--- src/rtl/pcie_us_cfg_mgmt_resp_if.sv ---
// cfg_mgmt request/response bundle between a configuration initiator (master)
// and the responder model (slave).
interface pcie_us_cfg_mgmt_resp_if;
  logic [9:0]  cfg_mgmt_addr;
  logic [7:0]  cfg_mgmt_function_number;
  logic        cfg_mgmt_write;
  logic [31:0] cfg_mgmt_write_data;
  logic [3:0]  cfg_mgmt_byte_enable;
  logic        cfg_mgmt_read;
  logic [31:0] cfg_mgmt_read_data;
  logic        cfg_mgmt_read_write_done;
  logic        access_err;

  modport master (
    output cfg_mgmt_addr, cfg_mgmt_function_number, cfg_mgmt_write,
           cfg_mgmt_write_data, cfg_mgmt_byte_enable, cfg_mgmt_read,
    input  cfg_mgmt_read_data, cfg_mgmt_read_write_done, access_err
  );

  modport slave (
    input  cfg_mgmt_addr, cfg_mgmt_function_number, cfg_mgmt_write,
           cfg_mgmt_write_data, cfg_mgmt_byte_enable, cfg_mgmt_read,
    output cfg_mgmt_read_data, cfg_mgmt_read_write_done, access_err
  );
endinterface

--- src/rtl/pcie_us_cfg_mgmt_resp.sv ---
// Completer model of the UltraScale cfg_mgmt port: per-function Device Control
// registers for PFs and VFs, answered after a fixed latency.
module pcie_us_cfg_mgmt_resp #(
  parameter int          PF_COUNT        = 1,
  parameter int          VF_COUNT        = 0,
  parameter int          VF_OFFSET       = 64,
  parameter int          F_COUNT         = PF_COUNT + VF_COUNT,
  parameter logic [11:0] PCIE_CAP_OFFSET = 12'h0C0,
  parameter int          RESP_LATENCY    = 4,
  parameter logic [15:0] DEV_CTRL_RESET  = 16'h2110
) (
  input  logic                   clk,
  input  logic                   rst,
  pcie_us_cfg_mgmt_resp_if.slave cfg,
  output logic [F_COUNT*16-1:0]  dev_ctrl
);

  localparam int          IDX_W         = (F_COUNT > 1) ? $clog2(F_COUNT) : 1;
  localparam logic [11:0] DEV_CTRL_BYTE = PCIE_CAP_OFFSET + 12'd8;
  localparam logic [9:0]  DEV_CTRL_ADDR = DEV_CTRL_BYTE[11:2];
  localparam logic [7:0]  LAT_M1        = 8'(RESP_LATENCY - 1);

  typedef enum logic [1:0] {IDLE, WAIT, DONE, TURN} state_t;

  state_t             state_reg, state_next;
  logic [7:0]         cnt_reg, cnt_next;
  logic [9:0]         addr_reg;
  logic [IDX_W-1:0]   idx_reg;
  logic               mapped_reg;
  logic               rd_reg;
  logic               wr_reg;
  logic               err_reg;
  logic [1:0]         be_reg;
  logic [15:0]        wdata_reg;
  logic [31:0]        read_data_reg;

  int                 fn_i;
  logic               map_hit;
  logic [IDX_W-1:0]   map_idx;
  logic               accept;
  logic               is_read;
  logic               at_dev_ctrl;
  logic               commit;
  logic [31:0]        rd_live;
  logic [15:0]        dc_arr [F_COUNT];
  logic               unused_bits;

  // Device Status and the upper byte enables have no storage behind them.
  assign unused_bits = ^{cfg.cfg_mgmt_write_data[31:16], cfg.cfg_mgmt_byte_enable[3:2]};

  always_comb begin
    fn_i    = int'(cfg.cfg_mgmt_function_number);
    map_hit = 1'b0;
    map_idx = '0;
    if (fn_i < PF_COUNT) begin
      map_hit = 1'b1;
      map_idx = IDX_W'(fn_i);
    end else if (fn_i >= VF_OFFSET && fn_i < VF_OFFSET + VF_COUNT) begin
      map_hit = 1'b1;
      map_idx = IDX_W'(PF_COUNT + fn_i - VF_OFFSET);
    end
  end

  assign accept = (state_reg == IDLE) && (cfg.cfg_mgmt_read || cfg.cfg_mgmt_write);

  always_comb begin
    state_next = state_reg;
    cnt_next   = cnt_reg;
    case (state_reg)
      IDLE: begin
        if (cfg.cfg_mgmt_read || cfg.cfg_mgmt_write) begin
          cnt_next   = LAT_M1;
          state_next = (LAT_M1 == 8'd0) ? DONE : WAIT;
        end
      end
      WAIT: begin
        cnt_next = cnt_reg - 8'd1;
        if (cnt_reg == 8'd1) state_next = DONE;
      end
      DONE:    state_next = TURN;
      TURN:    state_next = IDLE;
      default: state_next = IDLE;
    endcase
  end

  always_ff @(posedge clk) begin
    if (rst) begin
      state_reg <= IDLE;
      cnt_reg   <= 8'd0;
    end else begin
      state_reg <= state_next;
      cnt_reg   <= cnt_next;
    end
  end

  // Request fields are frozen at acceptance so the initiator may change them freely.
  always_ff @(posedge clk) begin
    if (rst) begin
      addr_reg   <= '0;
      idx_reg    <= '0;
      mapped_reg <= 1'b0;
      rd_reg     <= 1'b0;
      wr_reg     <= 1'b0;
      err_reg    <= 1'b0;
      be_reg     <= '0;
      wdata_reg  <= '0;
    end else if (accept) begin
      addr_reg   <= cfg.cfg_mgmt_addr;
      idx_reg    <= map_idx;
      mapped_reg <= map_hit;
      rd_reg     <= cfg.cfg_mgmt_read;
      wr_reg     <= cfg.cfg_mgmt_write;
      err_reg    <= ~map_hit | (cfg.cfg_mgmt_read & cfg.cfg_mgmt_write);
      be_reg     <= cfg.cfg_mgmt_byte_enable[1:0];
      wdata_reg  <= cfg.cfg_mgmt_write_data[15:0];
    end
  end

  assign is_read     = rd_reg & ~wr_reg;
  assign at_dev_ctrl = mapped_reg && (addr_reg == DEV_CTRL_ADDR);
  assign commit      = (state_reg == DONE) && wr_reg && at_dev_ctrl;
  assign rd_live     = at_dev_ctrl ? {16'h0000, dc_arr[idx_reg]} : 32'h0;

  always_ff @(posedge clk) begin
    if (rst) read_data_reg <= 32'h0;
    else if (state_reg == DONE && is_read) read_data_reg <= rd_live;
  end

  // Live value in the done cycle, held value afterwards until the next read.
  assign cfg.cfg_mgmt_read_data       = (state_reg == DONE && is_read) ? rd_live : read_data_reg;
  assign cfg.cfg_mgmt_read_write_done = (state_reg == DONE);
  assign cfg.access_err               = (state_reg == DONE) && err_reg;

  genvar gi;
  generate
    for (gi = 0; gi < F_COUNT; gi++) begin : g_fn
      logic [15:0] slot_reg;
      always_ff @(posedge clk) begin
        if (rst) begin
          slot_reg <= DEV_CTRL_RESET;
        end else if (commit && idx_reg == IDX_W'(gi)) begin
          if (be_reg[0]) slot_reg[7:0]  <= wdata_reg[7:0];
          if (be_reg[1]) slot_reg[15:8] <= wdata_reg[15:8];
        end
      end
      assign dc_arr[gi]            = slot_reg;
      assign dev_ctrl[gi*16 +: 16] = slot_reg;
    end
  endgenerate

endmodule

--- src/flat_wrapper.sv ---
// flat-port wrapper written by rule: the top's interface ports become plain ports
module pcie_us_cfg_mgmt_resp_flat 
#(
  parameter int          PF_COUNT        = 1,
  parameter int          VF_COUNT        = 0,
  parameter int          VF_OFFSET       = 64,
  parameter int          F_COUNT         = PF_COUNT + VF_COUNT,
  parameter logic [11:0] PCIE_CAP_OFFSET = 12'h0C0,
  parameter int          RESP_LATENCY    = 4,
  parameter logic [15:0] DEV_CTRL_RESET  = 16'h2110
)
  (clk, rst, dev_ctrl, cfg_cfg_mgmt_addr, cfg_cfg_mgmt_function_number, cfg_cfg_mgmt_write, cfg_cfg_mgmt_write_data, cfg_cfg_mgmt_byte_enable, cfg_cfg_mgmt_read, cfg_cfg_mgmt_read_data, cfg_cfg_mgmt_read_write_done, cfg_access_err);
  pcie_us_cfg_mgmt_resp_if cfg_i ();
  input  logic clk;
  input  logic rst;
  output logic [F_COUNT*16-1:0] dev_ctrl;
  input wire logic [$bits(cfg_i.cfg_mgmt_addr)-1:0] cfg_cfg_mgmt_addr;
  input wire logic [$bits(cfg_i.cfg_mgmt_function_number)-1:0] cfg_cfg_mgmt_function_number;
  input wire logic [$bits(cfg_i.cfg_mgmt_write)-1:0] cfg_cfg_mgmt_write;
  input wire logic [$bits(cfg_i.cfg_mgmt_write_data)-1:0] cfg_cfg_mgmt_write_data;
  input wire logic [$bits(cfg_i.cfg_mgmt_byte_enable)-1:0] cfg_cfg_mgmt_byte_enable;
  input wire logic [$bits(cfg_i.cfg_mgmt_read)-1:0] cfg_cfg_mgmt_read;
  output wire logic [$bits(cfg_i.cfg_mgmt_read_data)-1:0] cfg_cfg_mgmt_read_data;
  output wire logic [$bits(cfg_i.cfg_mgmt_read_write_done)-1:0] cfg_cfg_mgmt_read_write_done;
  output wire logic [$bits(cfg_i.access_err)-1:0] cfg_access_err;
  assign cfg_i.cfg_mgmt_addr = cfg_cfg_mgmt_addr;
  assign cfg_i.cfg_mgmt_function_number = cfg_cfg_mgmt_function_number;
  assign cfg_i.cfg_mgmt_write = cfg_cfg_mgmt_write;
  assign cfg_i.cfg_mgmt_write_data = cfg_cfg_mgmt_write_data;
  assign cfg_i.cfg_mgmt_byte_enable = cfg_cfg_mgmt_byte_enable;
  assign cfg_i.cfg_mgmt_read = cfg_cfg_mgmt_read;
  assign cfg_cfg_mgmt_read_data = cfg_i.cfg_mgmt_read_data;
  assign cfg_cfg_mgmt_read_write_done = cfg_i.cfg_mgmt_read_write_done;
  assign cfg_access_err = cfg_i.access_err;
  pcie_us_cfg_mgmt_resp #(.PF_COUNT(PF_COUNT), .VF_COUNT(VF_COUNT), .VF_OFFSET(VF_OFFSET), .F_COUNT(F_COUNT), .PCIE_CAP_OFFSET(PCIE_CAP_OFFSET), .RESP_LATENCY(RESP_LATENCY), .DEV_CTRL_RESET(DEV_CTRL_RESET)) u_core (.clk(clk), .rst(rst), .cfg(cfg_i), .dev_ctrl(dev_ctrl));
endmodule
--- config.mk ---
export PLATFORM = sky130hd
export DESIGN_NAME = pcie_us_cfg_mgmt_resp_flat
export DESIGN_NICKNAME = d
export VERILOG_FILES = /design/src/rtl/pcie_us_cfg_mgmt_resp_if.sv /design/src/rtl/pcie_us_cfg_mgmt_resp.sv /design/src/flat_wrapper.sv
export SDC_FILE = /design/constraint.sdc
export NUM_CORES = 1
export LEC_CHECK = 0
export ABC_AREA = 1
export CAP_MARGIN = 15
export CORE_ASPECT_RATIO = 0.9
export CORE_MARGIN = 2
export CORE_UTILIZATION = 40
export DETAILED_ROUTE_END_ITERATION = 10
export GPL_TIMING_DRIVEN = 0
export PLACE_DENSITY = 0.69
export SLEW_MARGIN = 20
export SYNTH_ARGS = -nofsm -noshare
export SYNTH_HDL_FRONTEND = slang
export SYNTH_SLANG_ARGS = --single-unit
--- constraint.sdc ---
create_clock -name clk -period 1.8 [get_ports clk]
set_input_delay 0.18 -clock clk [delete_from_list [all_inputs] [get_ports clk]]
set_output_delay 0.18 -clock clk [all_outputs]
set_load 0.02 [all_outputs]
==> impl_metrics.ini, run 1 <==
[run_status]
status = complete, but fails checks
violations = negative setup slack

[setup_path]
crit_family = buffers and inverters
r2r_start = u_core.state_reg[0]$_SDFFE_PP0P_
cp_max_fo = 6
worstPathRequired_ns = 1.62
endpoint_kind = primary output
crit_arrival_ns = 1.72
worst_r2r_path_depth = 8
critPathBufInv = 6
crit_type = register to primary output
regToRegSetupSlack_ns = 0.25
cp-start-kind = register
crit_chain = inv_2, ha_4, inv_4, nor3_4, buf_12, inv_4, clkbuf_16, nand2_2, nand2_2, buf_6
critPathMaxStageDelay_ns = 0.33
r2r-end = u_core.dev_ctrl[3]$_SDFFE_PP0P_
cp_slowest_cell = dfxtp_2
path_depth = 10

[power]
leakagePower_nw = 2.45
pwr-share-clk_pct = 25.2
switching_share_pct = 35.3
p_sw_mw = 2.16
p_comb_share_pct = 31.2
pwr-share-seq_pct = 43.5
power_density_nw_per_um2 = 1100
ir_drop_mv = 0.448
power.internal_mw = 3.94

[global_routing]
grt_util_met1_pct = 23.4
grt_pass1_wl_um = 15000
grt_pass1_vias = 3250
use_met3_pct = 3.45
antenna_found_initial = 0
grt_max_degree = 16
use_met2_pct = 32.1
busiest_layer = met2
overflow = 0
grt_use_total_pct = 18.6

[worst_hold_path]
hp-start = rst
hold_end = u_core.read_data_reg[17]$_SDFF_PP0_
min_path_cells = 2
hold_class = primary input to register

[routing]
drt_wl_total_um = 9380
routedWlPerCell_um = 12.7
drt-initial-drc-count = 132
vias_per_cell = 4.65
first_pass_iters = 4
vias = 3439
postRouteAntennaNets = 0
drc = 0

[yosys]
netlist_area_sq_um = 3780
ys_types = 34
ys_warn_count = 0
yosysSeqAreaShare_pct = 48.2
async_reset_ff_share_pct = 0
synth_edf_count = 0
netlist_top_cells_area = dfxtp_1 (48%), nor2_1 (11%), nand2_1 (8.3%)
synth_top_area_share_pct = 48.2
synthFlopType = dfxtp_1
synthCells = 498
synth_top_area_cell = dfxtp_1
synth_seq_cells = 91
synth_nets = 561
synth.most_common_cell = nor2_1
postSynthAreaPerCell_sq_um = 7.59
yosys-top-cells-count = nor2_1 (114), dfxtp_1 (91), nand2_1 (84)

[clock_network]
htreeDepth = 3
clk_pin_slew_ns = 0.09
cts_tree = built
clk_path_buf_depth = 2
cts_root_buf = clkbuf_8
hold_buffers = 0
cts_sinks = 91
numCtsBuffers = 9
clk_latency_ns = 0.36

[cells_and_area]
largest_register_ffs = 32
antennaDiodeCount = 0
utilization_pct = 60.4
syn2layout_area_growth_pct = 46.5
nets = 676
drive_gt1_share_pct = 25.9

[die]
start_util_pct = 41.3
coreArea_sq_um = 9170
ios = 108
dieHeight_um = 96.2
die_area_sq_um = 10200
dieWidth_um = 106
fp-row-count = 33

[timing]
worst_pin_slew_ns = 0.669
min_period_over_period_pct = 105
skew_ns = 0.00917
rsz0062_at_grt = yes
timing.fmax_mhz = 528
finalHoldViolCount = 0
report.final.slew_viol_count = 0
finalSetupViolCount = 32
period_needed_ns = 1.90
relSlewSlack_pct = 55.4
hold_ws_ns = 0.155
postLayoutSetupSlackWorst_ns = -0.0954

[run]
drv_cap = 0

[placed_design]
gp_congestion = 0.782
hpwl_um = 6570
io_buffers = 88
==> per-stage QoR <==
stage          setup TNS [ns]  instance area (sq um)  std cells  setup WS (ns)  total power, mW
2_1_floorplan               0                   3780        498          0.123             3.90
4_1_cts                 -2.22                   5230        737         -0.108             6.07
3_3_place_gp           -13.28                   4810        708         -0.478             4.31
3_5_place_dp           -14.18                   4810        708         -0.519             4.38
5_1_grt                 -4.47                   5540        740         -0.182             6.56
6_report                -1.92                   5540        740        -0.0954             6.10
==> worst max-delay path by stage <==
stage	start	endpoint	slack [ns]
CTS	u_core.state_reg[0]$_SDFFE_PP0P_	cfg_cfg_mgmt_read_data[15]	-0.11
floorplan	u_core.state_reg[0]$_SDFFE_PP0P_	cfg_cfg_mgmt_read_data[10]	0.12
detailed placement	u_core.state_reg[0]$_SDFFE_PP0P_	cfg_cfg_mgmt_read_data[15]	-0.52
global placement	u_core.state_reg[0]$_SDFFE_PP0P_	cfg_cfg_mgmt_read_data[11]	-0.48
finish	u_core.state_reg[0]$_SDFFE_PP0P_	cfg_cfg_mgmt_read_data[10]	-0.1
global route	u_core.state_reg[0]$_SDFFE_PP0P_	cfg_cfg_mgmt_read_data[10]	-0.18
==> what timing repair did <==
| item | CTS | global route |
|---|---|---|
| gates cloned | 4 | 1 |
| buffers inserted | 9 | 3 |
| pin swaps | 4 | 8 |
| resized for setup | 215 | 70 |
| endpoints found under the setup margin | 34 | 33 |
==> power groups by stage <==
stage          sequential [mW]  combinational [mW]  clock (mW)
2_1_floorplan             2.61                1.28           0
3_3_place_gp              2.67                1.64           0
3_5_place_dp              2.69                1.70           0
4_1_cts                   2.66                1.84        1.57
5_1_grt                   2.70                2.18        1.67
6_report                  2.66                1.91        1.54
==> metal layers <==
metal | up-vias | share of wire [%]
met1 | 1537 | 45
met4 | 0 | 1.6
met5 | - | 0
li1 | 1793 | -
met2 | 96 | 48
met3 | 13 | 5.4
==> layout by cell type (no fill, tap or decap), types with 3 or more instances in the layout <==
master	instances
nor2_1	102
dfxtp_1	89
nand2_1	57
clkdlybuf4s50_1	54
inv_1	50
buf_6	32
o21ai_0	31
nand2_2	21
a21oi_1	18
nor3_1	18
nand3_1	12
buf_4	12
nand3_2	11
clkbuf_8	11
nand2_4	10
nor2_4	9
buf_2	9
nor2_2	7
a21oi_2	7
clkbuf_1	6
buf_8	5
nand4_1	5
ha_1	4
clkinv_2	3
buf_12	3
xor2_1	3
==> worst register-to-register path, delay by kind of cell (launching register included) <==
family        cells  cell delay [ns]
simple gates      4             0.73
fa+ha+maj         1             0.15
buf+inv           3             0.25
flops             1             0.33
==> logic make-up (layout without fill, tap and decap cells) <==
family / after synthesis / in the layout / synth area share [%]
AND/OR/NAND/NOR: 259 / 259 / 31.1
buffers and inverters: 76 / 196 / 8.50
adder cells (fa/ha/maj): 5 / 5 / 1.65
flip-flops: 91 / 91 / 48.2
AO/OA/AOI/OAI: 64 / 64 / 9.83
XOR/XNOR: 3 / 3 / 0.695
==> layout make-up <==
type                            instances  area [sq um]
Buffer                                 22           163
Clock buffer                           10           138
Clock inverter                          6          87.6
Fill cell                             801          3630
Inverter                               54           209
Multi-Input combinational cell        331          1870
Sequential cell                        91          1820
Tap cell                              122           153
Timing Repair Buffer                  104          1090
(Power assumes the default switching activity.)
==> run 2: changes to the inputs <==
--- a/config.mk
+++ b/config.mk
@@ -11,4 +11,5 @@
 export CORE_MARGIN = 2
 export CORE_UTILIZATION = 40
+export CTS_CLUSTER_SIZE = 20
 export DETAILED_ROUTE_END_ITERATION = 10
 export GPL_TIMING_DRIVEN = 0
==> constraint.sdc (replaced) <==
create_clock -name clk -period 1.8 [get_ports clk]
set_input_delay 0.18 -clock clk [delete_from_list [all_inputs] [get_ports clk]]
set_output_delay 0.18 -clock clk [all_outputs]
set_load 0.1 [all_outputs]
==> run 2 against run 1 <==
The run still ends with negative setup slack left. Register-to-register slack worse by 0.17 ns. Clock power barely moved. Total power up 3.2%. Via count grew 3.9%. Count of clock-buffer cells in the layout shrank 1. Wire length rose by 9.5%. Clock skew grew 0.0021 ns. Critical endpoint unchanged. Largest cell class unchanged.
==> impl_metrics.ini, run 2 (synthesis gave the netlist of run 1 again) <==
[power]
pwr-share-seq_pct = 42.0
p_comb_share_pct = 33.6
ir_drop_mv = 0.497
p_sw_mw = 2.32
power_density_nw_per_um2 = 959
power.internal_mw = 3.97
switching_share_pct = 36.9
pwr-share-clk_pct = 24.3
leakagePower_nw = 2.64

[setup_path]
critPathMaxStageDelay_ns = 0.34
regToRegSetupSlack_ns = 0.08
crit_type = register to primary output
crit_chain = inv_2, ha_4, inv_4, nor3_4, buf_6, inv_8, buf_12, nand2_4, nand2_8, buf_12
cp_max_fo = 5
cp-start-kind = register
crit_arrival_ns = 1.83
crit_family = buffers and inverters
critPathBufInv = 6
endpoint_kind = primary output
cp_common_cell = buf_12
cp_slowest_cell = dfxtp_2
worstPathRequired_ns = 1.62

[die]
ios = 108
fp-row-count = 33
dieWidth_um = 106
coreArea_sq_um = 9170
dieHeight_um = 96.2
start_util_pct = 41.3
die_area_sq_um = 10200

[routing]
drt_wl_total_um = 10300
drt-initial-drc-count = 108
vias = 3574
first_pass_iters = 4
drc = 0
postRouteAntennaNets = 0
routedWlPerCell_um = 13.7
vias_per_cell = 4.75

[cells_and_area]
final_common_cell = nor2_1
nets = 688
antennaDiodeCount = 0
largest_register_ffs = 32
layout_common_cells = nor2_1 (98), dfxtp_1 (89), nand2_1 (52)
utilization_pct = 71.6
drive_gt1_share_pct = 32.4
syn2layout_area_growth_pct = 73.6

[global_routing]
grt_pass1_wl_um = 16400
grt_max_degree = 17
grt_use_total_pct = 20.7
grt_pass1_vias = 3330
antenna_found_initial = 0
overflow = 0

[clock_network]
clk_pin_slew_ns = 0.09
clk_latency_ns = 0.37
numCtsBuffers = 9
cts_root_buf = clkbuf_8
cts_sinks = 91
cts_tree = built
htreeDepth = 3
clk_path_buf_depth = 2

[run_status]
status = complete, but fails checks
violations = negative setup slack

[timing]
relSlewSlack_pct = 36.5
finalHoldViolCount = 0
skew_ns = 0.0113
rsz0062_at_grt = yes
postLayoutSetupSlackWorst_ns = -0.211
min_period_over_period_pct = 112
finalSetupViolCount = 34
report.final.slew_viol_count = 0
hold_ws_ns = 0.124
period_needed_ns = 2.01
timing.fmax_mhz = 497
worst_pin_slew_ns = 0.957

[worst_hold_path]
hold_class = primary input to register

[placed_design]
hpwl_um = 6760
gp_congestion = 0.759
io_buffers = 88

[run]
drv_cap = 0
## run 2: final timing paths
check,end,from,depth (start not counted)
setup / recovery,cfg_cfg_mgmt_read_data[10],u_core.state_reg[0]$_SDFFE_PP0P_,10
hold / removal,u_core.read_data_reg[16]$_SDFF_PP0_,rst,2
setup reg to reg,u_core.cnt_reg[6]$_SDFFE_PP0P_,u_core.state_reg[0]$_SDFFE_PP0P_,12
hold reg to reg,u_core.idx_reg$_SDFFE_PP0P_,u_core.idx_reg$_SDFFE_PP0P_,2
## run 2: layout make-up
cell class / count / area (sq um)
Buffer: 22 / 201
Fill cell: 689 / 2600
Timing Repair Buffer: 116 / 1500
Inverter: 54 / 214
Sequential cell: 91 / 1820
Tap cell: 122 / 153
Clock inverter: 7 / 97.6
Multi-Input combinational cell: 331 / 2440
Clock buffer: 9 / 124
## run 2: metal layers
metal	vias up	track usage, %	share of wire [%]
met3	16	2.84	4.0
met1	1629	25.5	43
li1	1830	-	-
met4	0	8.01	1.8
met2	99	36.9	51
met5	-	0	0
## run 2: repair_timing
| action | 4_1_cts | 5_1_grt |
|---|---|---|
| setup endpoints to repair | 50 | 39 |
| hold buffers | 0 | 0 |
| cloned | 4 | 1 |
| gates resized for setup | 375 | 47 |
| setup buffers | 16 | 7 |
| pin swaps | 17 | 10 |
## run 2: stage by stage
| stage | power, mW | TNS, ns | setup slack [ns] | std cells | cell area [sq um] |
|---|---|---|---|---|---|
| global route | 6.72 | -8.49 | -0.290 | 752 | 6560 |
| finish | 6.29 | -6.06 | -0.211 | 752 | 6560 |
| global placement | 4.47 | -23.71 | -0.861 | 708 | 5330 |
| CTS | 6.24 | -5.90 | -0.228 | 744 | 6290 |
| detailed placement | 4.54 | -24.23 | -0.868 | 708 | 5330 |
| floorplan | 4.08 | -0.432 | -0.0292 | 498 | 4290 |
## run 2: power groups by stage
stage	registers [mW]	logic [mW]	clock network [mW]
floorplan	2.62	1.45	0
global placement	2.67	1.80	0
detailed placement	2.68	1.86	0
CTS	2.64	2.04	1.57
global route	2.69	2.37	1.66
finish	2.64	2.12	1.53
